<file path="src/rtl/game_controller_multiball.sv">
// Multi-ball pinball game controller: tracks lives, score and level, and sequences
// serve / play / pause / respawn / end-of-game using events sampled once per frame.
module game_controller_multiball #(
    parameter int NUM_BALLS      = 2,
    parameter int LIVES_INIT     = 3,
    parameter int LIFE_W         = 4,
    parameter int SCORE_W        = 4,
    parameter int LEVEL_W        = 4,
    parameter int NUM_LEVELS     = 3,
    parameter int LEVEL_TARGET   = 9,
    parameter int BAD_PENALTY    = 1,
    parameter int RESPAWN_FRAMES = 60
) (
    input  logic                 clk,
    input  logic                 resetN,
    input  logic                 startOfFrame,
    input  logic                 start,
    input  logic                 key5IsPressed,
    input  logic [SCORE_W-1:0]   scoreNumber,
    input  logic [NUM_BALLS-1:0] collisionSmileyBorderBottom,
    input  logic                 collisionSmileyObstacleGood,
    input  logic                 collisionSmileyObstacleBad,
    output logic                 pause,
    output logic                 reset_level,
    output logic                 reset_level_pulse,
    output logic [NUM_BALLS-1:0] ballActive,
    output logic [SCORE_W-1:0]   score,
    output logic [LEVEL_W-1:0]   level,
    output logic [LIFE_W-1:0]    life,
    output logic                 gameOver,
    output logic                 gameWon
);

    typedef enum logic [2:0] {
        S_IDLE, S_SERVE, S_PLAY, S_PAUSE, S_BALL_LOST, S_GAME_OVER, S_WIN
    } state_t;

    localparam int CNT_W = $clog2(RESPAWN_FRAMES + 1);
    localparam int SUM_W = SCORE_W + 2;
    localparam logic signed [SUM_W-1:0] SCORE_MAX  = SUM_W'((1 << SCORE_W) - 1);
    localparam logic [LEVEL_W-1:0]      LAST_LEVEL = LEVEL_W'(NUM_LEVELS - 1);
    localparam logic [CNT_W-1:0]        LAST_FRAME = CNT_W'(RESPAWN_FRAMES - 1);

    state_t                 r_state;
    logic                   r_startPrev, r_key5Prev;
    logic [NUM_BALLS-1:0]   r_bottomLatch;
    logic                   r_goodLatch, r_badLatch;
    logic [CNT_W-1:0]       r_frameCnt;
    logic                   r_pause, r_resetLevel, r_resetLevelPulse, r_gameOver, r_gameWon;
    logic [NUM_BALLS-1:0]   r_ballActive;
    logic [SCORE_W-1:0]     r_score;
    logic [LEVEL_W-1:0]     r_level;
    logic [LIFE_W-1:0]      r_life;

    logic                   w_startEdge, w_key5Edge;
    logic [NUM_BALLS-1:0]   w_bottom, w_activeNext;
    logic                   w_good, w_bad, w_levelClear;
    logic signed [SUM_W-1:0] w_addend, w_penalty, w_sum;
    logic [SCORE_W-1:0]     w_scoreSat;
    logic [LIFE_W-1:0]      w_lifeDec;
    state_t                 w_nextState;

    assign w_startEdge = start & ~r_startPrev;
    assign w_key5Edge  = key5IsPressed & ~r_key5Prev;

    // Frame evaluation merges latched events with same-cycle inputs; ball loss beats level clear.
    always_comb begin
        w_bottom     = r_bottomLatch | collisionSmileyBorderBottom;
        w_good       = r_goodLatch | collisionSmileyObstacleGood;
        w_bad        = r_badLatch | collisionSmileyObstacleBad;
        w_addend     = w_good ? {2'b00, scoreNumber} : '0;
        w_penalty    = w_bad ? SUM_W'(BAD_PENALTY) : '0;
        w_sum        = $signed({2'b00, r_score}) + w_addend - w_penalty;
        if (w_sum[SUM_W-1])
            w_scoreSat = '0;
        else if (w_sum > SCORE_MAX)
            w_scoreSat = '1;
        else
            w_scoreSat = w_sum[SCORE_W-1:0];
        w_activeNext = r_ballActive & ~w_bottom;
        w_lifeDec    = (r_life != '0) ? r_life - 1'b1 : '0;
        w_levelClear = ({2'b00, w_scoreSat} >= SUM_W'(LEVEL_TARGET));

        w_nextState = r_state;
        case (r_state)
            S_IDLE, S_GAME_OVER, S_WIN:
                if (w_startEdge) w_nextState = S_SERVE;
            S_SERVE:
                if (w_key5Edge) w_nextState = S_PLAY;
            S_PLAY: begin
                if (startOfFrame) begin
                    if (w_activeNext == '0)
                        w_nextState = (w_lifeDec == '0) ? S_GAME_OVER : S_BALL_LOST;
                    else if (w_levelClear)
                        w_nextState = (r_level == LAST_LEVEL) ? S_WIN : S_SERVE;
                end else if (w_key5Edge) begin
                    w_nextState = S_PAUSE;
                end
            end
            S_PAUSE:
                if (w_key5Edge) w_nextState = S_PLAY;
            S_BALL_LOST:
                if (startOfFrame && r_frameCnt == LAST_FRAME) w_nextState = S_SERVE;
            default:
                w_nextState = S_IDLE;
        endcase
    end

    // Outputs are registered from the next state so they change together with it.
    always_ff @(posedge clk or negedge resetN) begin
        if (!resetN) begin
            r_state           <= S_IDLE;
            r_startPrev       <= 1'b0;
            r_key5Prev        <= 1'b0;
            r_bottomLatch     <= '0;
            r_goodLatch       <= 1'b0;
            r_badLatch        <= 1'b0;
            r_frameCnt        <= '0;
            r_pause           <= 1'b1;
            r_resetLevel      <= 1'b1;
            r_resetLevelPulse <= 1'b0;
            r_gameOver        <= 1'b0;
            r_gameWon         <= 1'b0;
            r_ballActive      <= '0;
            r_score           <= '0;
            r_level           <= '0;
            r_life            <= LIFE_W'(LIVES_INIT);
        end else begin
            r_startPrev       <= start;
            r_key5Prev        <= key5IsPressed;
            r_state           <= w_nextState;
            r_pause           <= (w_nextState != S_PLAY);
            r_resetLevel      <= !(w_nextState == S_PLAY || w_nextState == S_PAUSE);
            r_gameOver        <= (w_nextState == S_GAME_OVER);
            r_gameWon         <= (w_nextState == S_WIN);
            r_resetLevelPulse <= (w_nextState == S_SERVE) && (r_state != S_SERVE);

            if (startOfFrame || r_state != S_PLAY) begin
                r_bottomLatch <= '0;
                r_goodLatch   <= 1'b0;
                r_badLatch    <= 1'b0;
            end else begin
                r_bottomLatch <= w_bottom;
                r_goodLatch   <= w_good;
                r_badLatch    <= w_bad;
            end

            if (r_state != S_BALL_LOST)
                r_frameCnt <= '0;
            else if (startOfFrame)
                r_frameCnt <= r_frameCnt + 1'b1;

            case (r_state)
                S_IDLE, S_GAME_OVER, S_WIN: begin
                    if (w_startEdge) begin
                        r_life  <= LIFE_W'(LIVES_INIT);
                        r_score <= '0;
                        r_level <= '0;
                    end
                end
                S_PLAY: begin
                    if (startOfFrame) begin
                        r_score      <= w_scoreSat;
                        r_ballActive <= w_activeNext;
                        if (w_activeNext == '0) begin
                            r_life <= w_lifeDec;
                        end else if (w_levelClear && r_level != LAST_LEVEL) begin
                            r_level <= r_level + 1'b1;
                            r_score <= '0;
                        end
                    end
                end
                default: ;
            endcase

            // Every serve puts a full set of balls back in play.
            if (w_nextState == S_SERVE && r_state != S_SERVE)
                r_ballActive <= '1;
        end
    end

    assign pause             = r_pause;
    assign reset_level       = r_resetLevel;
    assign reset_level_pulse = r_resetLevelPulse;
    assign ballActive        = r_ballActive;
    assign score             = r_score;
    assign level             = r_level;
    assign life              = r_life;
    assign gameOver          = r_gameOver;
    assign gameWon           = r_gameWon;

endmodule
</file>
<file path="config.mk">
export PLATFORM = sky130hd
export DESIGN_NAME = game_controller_multiball
export DESIGN_NICKNAME = d
export VERILOG_FILES = /design/src/rtl/game_controller_multiball.sv
export SDC_FILE = /design/constraint.sdc
export NUM_CORES = 1
export LEC_CHECK = 0
export ABC_AREA = 1
export CAP_MARGIN = 25
export CORE_ASPECT_RATIO = 0.5
export CORE_MARGIN = 2
export CORE_UTILIZATION = 45
export CTS_CLUSTER_SIZE = 28
export DETAILED_ROUTE_END_ITERATION = 16
export GPL_ROUTABILITY_DRIVEN = 0
export PLACE_DENSITY = 0.7
export SLEW_MARGIN = 20
export SYNTH_ARGS = -nofsm -noshare
export SYNTH_HDL_FRONTEND = slang
export SYNTH_SLANG_ARGS = --single-unit
export TNS_END_PERCENT = 20
</file>
<file path="constraint.sdc">
create_clock -name clk -period 4.4 [get_ports clk]
set_input_delay 1.1 -clock clk [delete_from_list [all_inputs] [get_ports clk]]
set_output_delay 1.1 -clock clk [all_outputs]
set_load 0.005 [all_outputs]
</file>
==> metrics <==
Post-Place Setup Slack=0.357 ns; maximum vdd ir drop=223 uV; total die area=5030 um2; Synth Instances=244; flop-to-flop setup slack=1.53 ns; clk root buf=clkbuf_8; Crit path largest cell delay=0.45 ns; cts hold-fix bufs=0; CORE AREA=4340 um2; clk sinks=34; Bufs on Longest Clock Path=2; Total Routing Usage GR=0.176; dpl hpwl=3200 um; RSZ-0062 raised after global routing=false; Max Fanout on Critical Path=4; Yosys cell types=36; H-tree Lvls=2; I/O Pins=32; final setup violation count=0; clock buffer count from CTS=5; FP Rows=17; fin crit share=0.854; maxcap violations=0; Final min period=3.76 ns; IO buf count=31; Arr. time, crit path=3.97 ns; FF+latch area=856 um2; CTS resizes=0; status=finished, final reports clean; CP cell instances=clkdlybuf4s50_1, nor2_1, inv_1, nand2_1, ha_1, inv_1, ha_1, inv_1, fa_1, inv_1, nand2_1, nand2_1, nand3_2, nand2_2, nand2_1, nand2_1, nand3_2, nand2_1, nand2_1, nand3_1, nand2_1, nand2_2, nand2_1, nor2_1; drt wl/cell=12.0 um; vias per cell=5.03; most used cell, CP=nand2_1; fmax=266 MHz; CP max stage cell=clkdlybuf4s50_1; via count of the first global-routing pass=1586; crit end category=register; # diodes=0; NumNets Final=308; Tightest Pin Transition=0.455 ns; CTS tree=done; Post-synth EDFFs=0; largest net degree at the start of global routing=35; Routed WL=4110 um; WP data required=4.61 ns; min-delay worst type=reg2reg; starting density of the core=0.461; DR pass1 iterations=4; total grt overflow=0; setup TNS=0 ns; Ys Warns=0; Die Ht=51.2 um; Yosys reg bits=34; power density over cell area=705 nW/um2; CTS clk-pin slew, worst paths=0.07 ns; Post-CTS Setup Bufs=0; DRC Markers=0; Fin. Hold Viols=0; fin worst setup slack=0.642 ns; slew margin rel.=0.694; first-pass GRT wire length=6880 um; area occupied by multi-input gates=971 um2; Routed Antenna Nets=0; Clock Skews=0.00530 ns; Critical Path Source Type=input port; Cell Area, Synth=2000 um2; top_reg_cell synth=dfrtp_1; clock latency on the worst-skew pair=0.29 ns; Async SR Flop Fraction=1.00; via count=1715; share of layout cells above drive strength 1=0.141; P_leak=1.18 nW; antenna violations before repair=0; Worst Setup Path Type=in2reg; Starting DRT DRC Count=58; Layout area overhead=24.0%; die width=98.3 um; Seq/Total Area, Yosys=0.428; Final Max Slew Viols=0; syn nets=269; synthesized area per cell=8.20 um2; Fill cells=403
-- layout by cell type (no fill, tap or decap), types with 2 or more instances in the layout --
cell type	Yosys	final
nor2_2	4	4
clkdlybuf4s50_1	0	31
o22ai_1	2	2
nand2_1	45	45
a21oi_1	13	13
o31ai_1	3	3
xor2_1	2	2
o21ai_0	15	15
a31oi_1	2	2
nand3_2	3	3
inv_2	6	6
dfstp_2	4	4
nand2_2	6	6
inv_1	39	39
nor3_1	3	3
ha_1	11	11
nor2_1	25	25
dfrtp_1	30	30
nand3_1	12	12
clkbuf_8	0	6
nand2_4	2	2
-- path summary, 6_finish.rpt --
kind	from	endpoint	cells past startpoint
max	collisionSmileyObstacleGood	gameOver	24
min	r_goodLatch	r_goodLatch	2
max reg2reg	r_goodLatch	gameOver	23
min reg2reg	r_goodLatch	r_goodLatch	2
max in group asynchronous	resetN	reset_level	2
min in group asynchronous	resetN	level[0]	2
-- Yosys cell counts (2+ instances only) --
library cell  count  area, um2
nand2_1          45        169
inv_1            39        146
dfrtp_1          30        751
nor2_1           25       93.8
o21ai_0          15       75.1
a21oi_1          13       65.1
nand3_1          12       60.1
ha_1             11        138
inv_2             6       22.5
nand2_2           6       37.5
dfstp_2           4        105
nor2_2            4       25.0
nand3_2           3       30.0
nor3_1            3       15.0
o31ai_1           3       22.5
a31oi_1           2       12.5
nand2_4           2       22.5
o22ai_1           2       12.5
xor2_1            2       17.5
-- cell families (layout without fill, tap and decap cells) --
kind of cell / after synthesis / in the layout / synth area share
XOR/XNOR: 3 / 3 / 0.0131
flip-flops: 34 / 34 / 0.427
buffers and inverters: 46 / 86 / 0.0875
AND/OR/NAND/NOR: 107 / 107 / 0.264
AO/OA/AOI/OAI: 42 / 42 / 0.129
adder cells (fa/ha/maj): 12 / 12 / 0.0787
-- flip-flops by register name, indices dropped and copies added, names as in the netlist, 2 cells and up --
signal         count
r_frameCnt         6
level              4
life               4
score              4
r_state            3
ballActive         2
r_bottomLatch      2
-- layout make-up --
cell class / instances / share of cell area
clock buffer: 7 / 0.0348
clock inverter: 1 / 0.00202
inverter: 46 / 0.0706
multi-input combinational: 164 / 0.391
sequential: 34 / 0.345
tap: 57 / 0.0287
timing repair buffer: 32 / 0.128
-- stage by stage --
stage / instance area [um2] / total power (W) / util / instances / hold WS [ns]
floorplan: 2000 / 0.00122 / - / 244 / 0.462
global placement: 2390 / 0.00148 / 0.551 / 333 / 0.487
detailed placement: 2390 / 0.00151 / 0.551 / 333 / 0.495
global route: 2480 / 0.00191 / 0.572 / 341 / 0.537
finish: 2480 / 0.00175 / 0.572 / 341 / 0.507
CTS: 2480 / 0.00176 / 0.572 / 341 / 0.512
-- critical path: cells and delay by family --
family / cells / cell delay (ns)
and+or+nand+nor: 16 / 1.31
adders and majority gates: 3 / 0.80
buffers and inverters: 5 / 0.75
-- layer usage --
metal | wire [um] | track usage
met5 | 0 | 0
met4 | 95 | 0.0890
met3 | 175 | 0.0397
met2 | 1900 | 0.287
met1 | 1940 | 0.225
-- where the power goes --
part | internal, W | switching, W | total (W)
logic | 0.000408 | 0.000623 | 0.00103
registers | 0.000409 | 0.0000688 | 0.000478
clock network | 0.000126 | 0.000114 | 0.000240
total | 0.000943 | 0.000806 | 0.00175
Note: power is estimated with default switching activity, not from simulation.
